<file path="config.mk">
export PLATFORM = sky130hd
export DESIGN_NAME = crop_bbox_detect
export DESIGN_NICKNAME = d
export VERILOG_FILES = /design/src/rtl/crop_bbox_detect.sv
export SDC_FILE = /design/constraint.sdc
export NUM_CORES = 1
export LEC_CHECK = 0
export ABC_AREA = 1
export CORE_MARGIN = 2
export CORE_UTILIZATION = 39
export DETAILED_ROUTE_END_ITERATION = 6
export PLACE_DENSITY = 0.57
export SYNTH_ARGS = -nofsm -noshare
export SYNTH_HDL_FRONTEND = slang
export SYNTH_SLANG_ARGS = --single-unit
export TNS_END_PERCENT = 50
</file>
<file path="constraint.sdc">
create_clock -name iCLK -period 6.1 [get_ports iCLK]
set_input_delay 0.61 -clock iCLK [delete_from_list [all_inputs] [get_ports iCLK]]
set_output_delay 0.61 -clock iCLK [all_outputs]
set_load 0.01 [all_outputs]
</file>
<file path="src/rtl/crop_bbox_detect.sv">
// Streaming bounding-box detector: tracks the min/max X/Y of threshold-qualified pixels inside
// a fixed ROI and publishes a registered box plus a found flag once per frame.
module crop_bbox_detect #(
  parameter int unsigned H_ACTIVE = 640,
  parameter int unsigned V_ACTIVE = 480,
  parameter int unsigned DW       = 10,
  parameter int unsigned CW       = 16,
  parameter int unsigned ROI_X0   = 161,
  parameter int unsigned ROI_X1   = 479,
  parameter int unsigned ROI_Y0   = 11,
  parameter int unsigned ROI_Y1   = 469,
  parameter bit          POLARITY = 1'b0
) (
  input  logic          iCLK,
  input  logic          iRST,
  input  logic          iDVAL,
  input  logic [DW-1:0] iDATA,
  input  logic [DW-1:0] iTHRESH,
  input  logic          iMODE,
  input  logic          iCLR,
  output logic          oDVAL,
  output logic [CW-1:0] oXSTART,
  output logic [CW-1:0] oXEND,
  output logic [CW-1:0] oYSTART,
  output logic [CW-1:0] oYEND,
  output logic          oFOUND,
  output logic          oFRAME_DONE
);

  localparam logic [CW-1:0] XLast = CW'(H_ACTIVE - 1);
  localparam logic [CW-1:0] YLast = CW'(V_ACTIVE - 1);
  localparam logic [CW-1:0] RoiX0 = CW'(ROI_X0);
  localparam logic [CW-1:0] RoiX1 = CW'(ROI_X1);
  localparam logic [CW-1:0] RoiY0 = CW'(ROI_Y0);
  localparam logic [CW-1:0] RoiY1 = CW'(ROI_Y1);

  typedef enum logic [0:0] {StRun, StPublish} state_e;

  state_e state_q, state_d;

  logic [CW-1:0] x_q, x_d, y_q, y_d;
  logic [CW-1:0] min_x_q, min_x_d, max_x_q, max_x_d;
  logic [CW-1:0] min_y_q, min_y_d, max_y_q, max_y_d;
  logic          hit_q, hit_d;

  logic [CW-1:0] xstart_q, xstart_d, xend_q, xend_d;
  logic [CW-1:0] ystart_q, ystart_d, yend_q, yend_d;
  logic          found_q, found_d;
  logic          dval_q;

  logic          in_roi, pol_hit, qualify, last_px;
  logic [CW-1:0] f_min_x, f_max_x, f_min_y, f_max_y;
  logic          f_hit;

  always_comb begin
    in_roi  = (x_q >= RoiX0) && (x_q <= RoiX1) && (y_q >= RoiY0) && (y_q <= RoiY1);
    pol_hit = POLARITY ? (iDATA >= iTHRESH) : (iDATA <= iTHRESH);
    qualify = iDVAL && in_roi && pol_hit;
    last_px = iDVAL && (x_q == XLast) && (y_q == YLast);

    // Scratch box with the current pixel folded in, so the last pixel counts toward its frame.
    f_min_x = min_x_q;
    f_max_x = max_x_q;
    f_min_y = min_y_q;
    f_max_y = max_y_q;
    f_hit   = hit_q;
    if (qualify) begin
      if (x_q < min_x_q) f_min_x = x_q;
      if (x_q > max_x_q) f_max_x = x_q;
      if (y_q < min_y_q) f_min_y = y_q;
      if (y_q > max_y_q) f_max_y = y_q;
      f_hit = 1'b1;
    end
  end

  always_comb begin
    state_d  = StRun;
    x_d      = x_q;
    y_d      = y_q;
    min_x_d  = f_min_x;
    max_x_d  = f_max_x;
    min_y_d  = f_min_y;
    max_y_d  = f_max_y;
    hit_d    = f_hit;
    xstart_d = xstart_q;
    xend_d   = xend_q;
    ystart_d = ystart_q;
    yend_d   = yend_q;
    found_d  = found_q;

    if (iDVAL) begin
      if (x_q == XLast) begin
        x_d = '0;
        y_d = (y_q == YLast) ? '0 : y_q + CW'(1);
      end else begin
        x_d = x_q + CW'(1);
      end
    end

    if (iCLR) begin
      x_d     = '0;
      y_d     = '0;
      min_x_d = '1;
      max_x_d = '0;
      min_y_d = '1;
      max_y_d = '0;
      hit_d   = 1'b0;
    end else if (last_px) begin
      state_d = StPublish;
      found_d = f_hit;
      if (f_hit) begin
        xstart_d = f_min_x;
        xend_d   = f_max_x;
        ystart_d = f_min_y;
        yend_d   = f_max_y;
      end
      // Per-frame mode restarts the scratch box; accumulate mode lets it keep growing.
      if (!iMODE) begin
        min_x_d = '1;
        max_x_d = '0;
        min_y_d = '1;
        max_y_d = '0;
        hit_d   = 1'b0;
      end
    end
  end

  always_ff @(posedge iCLK or negedge iRST) begin
    if (!iRST) begin
      state_q  <= StRun;
      x_q      <= '0;
      y_q      <= '0;
      min_x_q  <= '1;
      max_x_q  <= '0;
      min_y_q  <= '1;
      max_y_q  <= '0;
      hit_q    <= 1'b0;
      xstart_q <= '0;
      xend_q   <= '0;
      ystart_q <= '0;
      yend_q   <= '0;
      found_q  <= 1'b0;
      dval_q   <= 1'b0;
    end else begin
      state_q  <= state_d;
      x_q      <= x_d;
      y_q      <= y_d;
      min_x_q  <= min_x_d;
      max_x_q  <= max_x_d;
      min_y_q  <= min_y_d;
      max_y_q  <= max_y_d;
      hit_q    <= hit_d;
      xstart_q <= xstart_d;
      xend_q   <= xend_d;
      ystart_q <= ystart_d;
      yend_q   <= yend_d;
      found_q  <= found_d;
      dval_q   <= iDVAL;
    end
  end

  assign oDVAL       = dval_q;
  assign oXSTART     = xstart_q;
  assign oXEND       = xend_q;
  assign oYSTART     = ystart_q;
  assign oYEND       = yend_q;
  assign oFOUND      = found_q;
  assign oFRAME_DONE = (state_q == StPublish);

endmodule

</file>
; Word level (Yosys, flattened, before mapping)
; Index checks and enable logic that the tools add are counted.
[totals]
word_cells = 73
regBits = 164
[classes]
n_mux = 33
order_cmp = 9
eq_ne = 2
addsub = 2
n_bitwise = 1
n_reduce_logical = 12
[op_table]
columns = operator, count
row1 = 16-bit 2-to-1 mux, 27
row2 = "16-bit by 1-bit adder with 16-bit output, second input constant", 2
row3 = 16-bit greater-than comparator, 2
row4 = "16-bit by 9-bit less-or-equal comparator with 1-bit output, second input constant", 2
row5 = 16-bit < comparator, 2
row6 = "16-bit by 10-bit equality test with 1-bit output, second input constant", 1
row7 = "16-bit by 9-bit equality test with 1-bit output, second input constant", 1
row8 = "16-bit by 4-bit >= comparator with 1-bit output, second input constant", 1
row9 = "16-bit by 8-bit >= comparator with 1-bit output, second input constant", 1
row10 = 10-bit less-or-equal comparator, 1
row11 = 1-bit logical AND, 7
row12 = 1-bit 2-to-1 mux, 6
row13 = 2-bit AND reduction, 2
row14 = 2-bit nonzero test, 2
row15 = 3-bit AND reduction, 1
row16 = 1-bit NOT, 1

; Depth between registers and ports, before layout
[logic_depth]
depth_word = 10
ltp_mapped = 17
mapped_depth_nobuf = 16

; Worst setup path after synthesis
; Ideal clock, no wire load.
[synth_timing]
path_type = input port to flip-flop
startpoint = in iTHRESH[9]
endpoint = reg xend_q[0] (netlist: oXEND[0])
arrival_ps = 2063
setup_slack_ps = 3918
t_required_ps = 5982
cell_stages = 13
n_path_buf = 2
path_cell_list = inv_1 -> ha_1 -> a21o_1 -> nor2_1 -> nand3_1 -> nand2_1 -> nand2_1 -> nor2_4 -> buf_6 -> buf_4 -> nand3_1 -> nand3_1 -> nand2_1
[synth_via]
elab_chain_len = 4
word_cells_on_any_way = 5
[synth_lines]
columns = element, line_no
row1 = from (decl), 18  ; input logic [DW-1:0] iTHRESH,
row2 = 10-bit less-or-equal comparator *, 57  ; pol_hit = POLARITY ? (iDATA >= iTHRESH) : (iDATA <= iTHRESH);
row3 = 1-bit logical AND *, 58  ; qualify = iDVAL && in_roi && pol_hit;
row4 = 1-bit 2-to-1 mux, 67  ; if (qualify) begin
row5 = 3-bit AND reduction (no line), --
row6 = to (signal assigned), 154  ; xend_q <= xend_d;
row7 = to (decl), 46  ; logic [CW-1:0] xstart_q, xstart_d, xend_q, xend_d;
; Mark *: on every way between the ends. The rest lies on a longest branch, timed or not.
; A chain may end at the register's enable or synchronous reset.

; Final worst setup path
[layout_timing]
startpoint = in iTHRESH[9]
endpoint = reg xstart_q[14] (netlist: oXSTART[14])
[layout_via]
elab_chain_len = 4
word_cells_on_any_way = 5
[layout_lines]
columns = element, line_no
row1 = 10-bit less-or-equal comparator *, 57
row2 = 1-bit logical AND *, 58
row3 = 1-bit 2-to-1 mux, 67
row4 = 3-bit AND reduction (no line), --
row5 = to (signal assigned), 153  ; xstart_q <= xstart_d;
row6 = to (decl), 46
; Marked as above.

==> results.md <==
- The flow ran to the end, and the final reports show no timing, DRC or antenna violations.
- Across every metal layer, demand over resource in global routing totals 18.9%.
- The signal arrival time at the worst endpoint is 3520 ps.
- The final sum of negative setup slack is 0 ps.
- The clock passes through at most 2 buffers.
- The detailed-router iteration count before antenna repair is 4.
- The time the worst path needs with I/O delays and setup is 3230 ps.
- The synthesized area divided by synthesized cell count is 7.95 um2.
- The maximum fanout encountered on the critical timing path is 93.
- The clock root buffer master is sky130_fd_sc_hd__clkbuf_16.
- In this run the power density over the cells is 213 nW/um2.
- The type of element launching the critical path is an input pin.
- Setup repair after global routing left no endpoint under its margin.
- Of all cell types, the one taking the most synthesized area is sky130_fd_sc_hd__dfrtp_1.
- The remaining antenna violation count is 0.
- The wire length reported by the detailed router is 21700 um.
- The area of the mapped netlist is 9010 um2.
- The peak-usage layer in the global routing report is met2.
- The class of the most critical setup path is in -> reg.
- Global routing consumed, on the met3 layer, 3.17% of the routing resources.
- The slew at the pin closest to its max-slew limit is 979 ps.
- In this run, distinct cell masters in the synthesized netlist total 34.
- The number of antenna diodes is 0.
- The floorplan step defined a die boundary enclosing 24300 um2.
- The leakage power figure is 5.56 nW.
- The class of the most critical hold timing path is in -> async.
- In this run the count of I/O pins placed on the die edge is 92.
- Clock tree synthesis inserted a total of 17 buffers.
- After detailed routing, the average wire length per cell comes to 14.3 um.
- Measured along the y axis, the die boundary spans 156 um.
- The tree built by TritonCTS fans out to 164 sinks.
- The global route total overflow is 0.
- The via count normalized by instance count is 4.94.
- For this run, the leading register cell type out of synthesis is sky130_fd_sc_hd__dfrtp_1.
- In the routed design, unresolved DRC markers number 0.
- The share of the clock period used by the worst path after layout is 53.0%.
- The pin count of the biggest net entering global routing is 94.
- In this run the post-CTS setup repair buffer count came out at 0.
- The area growth from synthesis to layout is 18.8%.
- After detailed placement, the total cell area comes to 10100 um2.
- The largest voltage drop on the vdd net is 0.000167 V.
- The worst pin sits at a relative slew slack of 34.7%.
- The met2 global-route usage is 33.7%.
- Data on the critical path is required at its endpoint by 6380 ps.
- When the netlist entered floorplanning its net count stood at 1236.
- The total number of placement rows is 55.
- The first routing iteration left 467 violations.
- The number of gates resized after cts is 0.
- The final design instance area without fill is 10700 um2.
- The highest clock rate is 309 MHz.
- The clock tree synthesis step divided the H-tree into 4 levels.
- The instance count after placement with tap cells included is 1482.
- The routed layout has 7481 vias.
- The count of buffers added on input and output ports is 91.
- By area the synthesized netlist is led by sky130_fd_sc_hd__dfrtp_1, sky130_fd_sc_hd__nand2_1, sky130_fd_sc_hd__ha_1.
- The weighted congestion reported at the end of routability-driven placement is 0.837.
- The number of max-cap violations is 0.
- The number of warnings reported in the yosys synthesis log is 0.
- The fraction of layout instances using a drive strength above 1 is 6.83%.
- The clock reaches the later pin of the worst-skew pair after 440 ps.
- The die extent in x is 156 um.
- The sum of net half-perimeters after detailed placement is 15400 um.
- For this configuration, the core starts out at a cell density of 39.8%.
- The endpoint class of the critical path is a register.
- After clock tree synthesis, the clock-pin slew on the worst setup and hold paths is 70 ps.
- The via count of the first global-routing pass came to 7535.
- In the final design database the tool counted 1319 nets.
- The region available for standard cell placement spans 22600 um2.
- The number of synthesized flops with an enable pin is 0.
- The final-report max-slew violation count is 0.
- The sequential-to-total area share from yosys stat is 46.0%.
- The final setup violation count is 0.
- The fraction of synthesized cell area taken by the top area cell type is 36.7%.
- The number of antenna violations at the first check in global routing is 0.
- The total of fill cells in the finished design is 2219.
- The met1 usage in global routing is 23.9%.
- Counting every instance in the synthesized netlist gives 1133.
- The total of hold buffers inserted after clock tree synthesis is 0.
- The count of state elements after synthesis is 164.
- The number of hold-slack violations in the final timing report is 0.
- TritonCTS built the clock tree.
- The fraction of registers with async set or reset after synthesis is 100%.
- The finished layout holds 1514 standard cells, fillers aside.
- The wire length of the first global-routing pass is 37100 um.
- Clock skew on the completed layout was measured at 10.1 ps.
==> placed cells by master (no fill, tap or decap), drive strengths merged <==
cell / count
nand2: 362
dfrtp: 132
inv: 132
nand3: 101
nor2: 99
clkdlybuf4s50: 90
ha: 78
a21oi: 52
o21ai: 46
dfstp: 32
nor3: 23
clkbuf: 19
nand4: 16
xor2: 7
buf: 7
clkinv: 7
o21a: 5
clkinvlp: 5
nor4: 3
a211oi: 3
nand3b: 2
o31ai: 2
o22ai: 2
a21o: 1
o21bai: 1
xnor2: 1
bufinv: 1
==> synth_stat cells, types with 2 or more instances <==
cell	instances
sky130_fd_sc_hd__a21oi_2	4
sky130_fd_sc_hd__clkbuf_1	8
sky130_fd_sc_hd__o22ai_1	2
sky130_fd_sc_hd__nand3b_1	2
sky130_fd_sc_hd__clkinv_1	3
sky130_fd_sc_hd__nand3_1	101
sky130_fd_sc_hd__inv_1	126
sky130_fd_sc_hd__a21oi_1	48
sky130_fd_sc_hd__dfstp_2	32
sky130_fd_sc_hd__o21a_1	5
sky130_fd_sc_hd__nand4_1	16
sky130_fd_sc_hd__ha_1	78
sky130_fd_sc_hd__buf_4	3
sky130_fd_sc_hd__dfrtp_1	132
sky130_fd_sc_hd__a211oi_1	3
sky130_fd_sc_hd__o21ai_2	3
sky130_fd_sc_hd__o21ai_0	40
sky130_fd_sc_hd__o21ai_1	3
sky130_fd_sc_hd__buf_6	5
sky130_fd_sc_hd__inv_2	3
sky130_fd_sc_hd__buf_2	17
sky130_fd_sc_hd__nand2_1	361
sky130_fd_sc_hd__xor2_1	7
sky130_fd_sc_hd__nor3_1	22
sky130_fd_sc_hd__nor4_1	3
sky130_fd_sc_hd__nor2_1	97
sky130_fd_sc_hd__o31ai_1	2
==> final cells by class <==
cell class | instances | area (um2) | area share, %
Clock buffer | 19 | 443 | 4.14
Clock inverter | 13 | 125 | 1.17
Inverter | 132 | 495 | 4.63
Multi-Input combinational cell | 804 | 4180 | 39.1
Sequential cell | 164 | 4140 | 38.7
Tap cell | 285 | 357 | 3.33
Timing Repair Buffer | 97 | 957 | 8.94
==> logic make-up after synthesis <==
family                   share of synthesized area, %
AND/OR/NAND/NOR                                  27.8
buffers and inverters                            7.65
flip-flops                                       46.0
AO/OA/AOI/OAI                                    6.88
adder cells (fa/ha/maj)                          10.8
XOR/XNOR                                        0.778
==> final timing paths <==
path                                 start     endpoint  slack, ps  depth (start not counted)
worst max register to register      y_q[1]   min_y_q[4]       2980                          9
max in group asynchronous             iRST      x_q[12]       4340                          2
min in group iCLK                 oXEND[6]     oXEND[6]        480                          2
worst max-delay path            iTHRESH[9]  oXSTART[14]       2870                         14
worst min register to register    oXEND[6]     oXEND[6]        480                          2
worst min-delay path                  iRST     oYEND[7]        230                          1
==> report_power, final <==
group / internal, mW / leakage [nW] / switching (mW)
combinational: 0.0398 / 3.12 / 0.0845
sequential: 1.09 / 2.18 / 0.00774
clock: 0.577 / 0.263 / 0.475
total: 1.71 / 5.56 / 0.568
==> flip-flops by register name (all words and copies together), names as in the netlist <==
register / count
oFOUND: 1
oXEND: 16
y_q: 16
max_y_q: 16
oYSTART: 16
oXSTART: 16
oFRAME_DONE: 1
max_x_q: 16
oYEND: 16
oDVAL: 1
hit_q: 1
min_y_q: 16
x_q: 16
min_x_q: 16
==> per-stage QoR <==
stage | hold WS [ps] | total power, mW | setup slack, ps | utilization (%)
after CTS | 283 | 2.30 | 2830 | 47.3
after detailed placement | 464 | 1.25 | 2370 | 44.8
final | 234 | 2.28 | 2870 | 47.3
after global placement | 463 | 1.24 | 2470 | 44.8
after floorplan | 314 | 1.18 | 3920 | -
after global routing | 302 | 2.37 | 2610 | 47.3
==> per-layer routing <==
| metal | vias to the layer above | share of wire (%) |
|---|---|---|
| li1 | 3808 | - |
| met1 | 3545 | 46 |
| met2 | 107 | 50 |
| met3 | 21 | 2.4 |
| met4 | 0 | 1.2 |
| met5 | - | 0 |
==> worst max-delay path, stage by stage <==
cell                              delay [ps]
sky130_fd_sc_hd__clkdlybuf4s50_1         460
sky130_fd_sc_hd__inv_1                    40
sky130_fd_sc_hd__ha_1                    280
sky130_fd_sc_hd__a21o_1                  180
sky130_fd_sc_hd__nor2_1                  140
sky130_fd_sc_hd__nand3_1                  90
sky130_fd_sc_hd__nand2_1                 130
sky130_fd_sc_hd__nand2_1                 110
sky130_fd_sc_hd__nor2_4                  400
sky130_fd_sc_hd__buf_4                   340
sky130_fd_sc_hd__o21ai_4                  60
sky130_fd_sc_hd__buf_4                   340
sky130_fd_sc_hd__nand2_1                 160
sky130_fd_sc_hd__o21ai_0                  90
No activity file was read; power rests on OpenSTA's default activity.
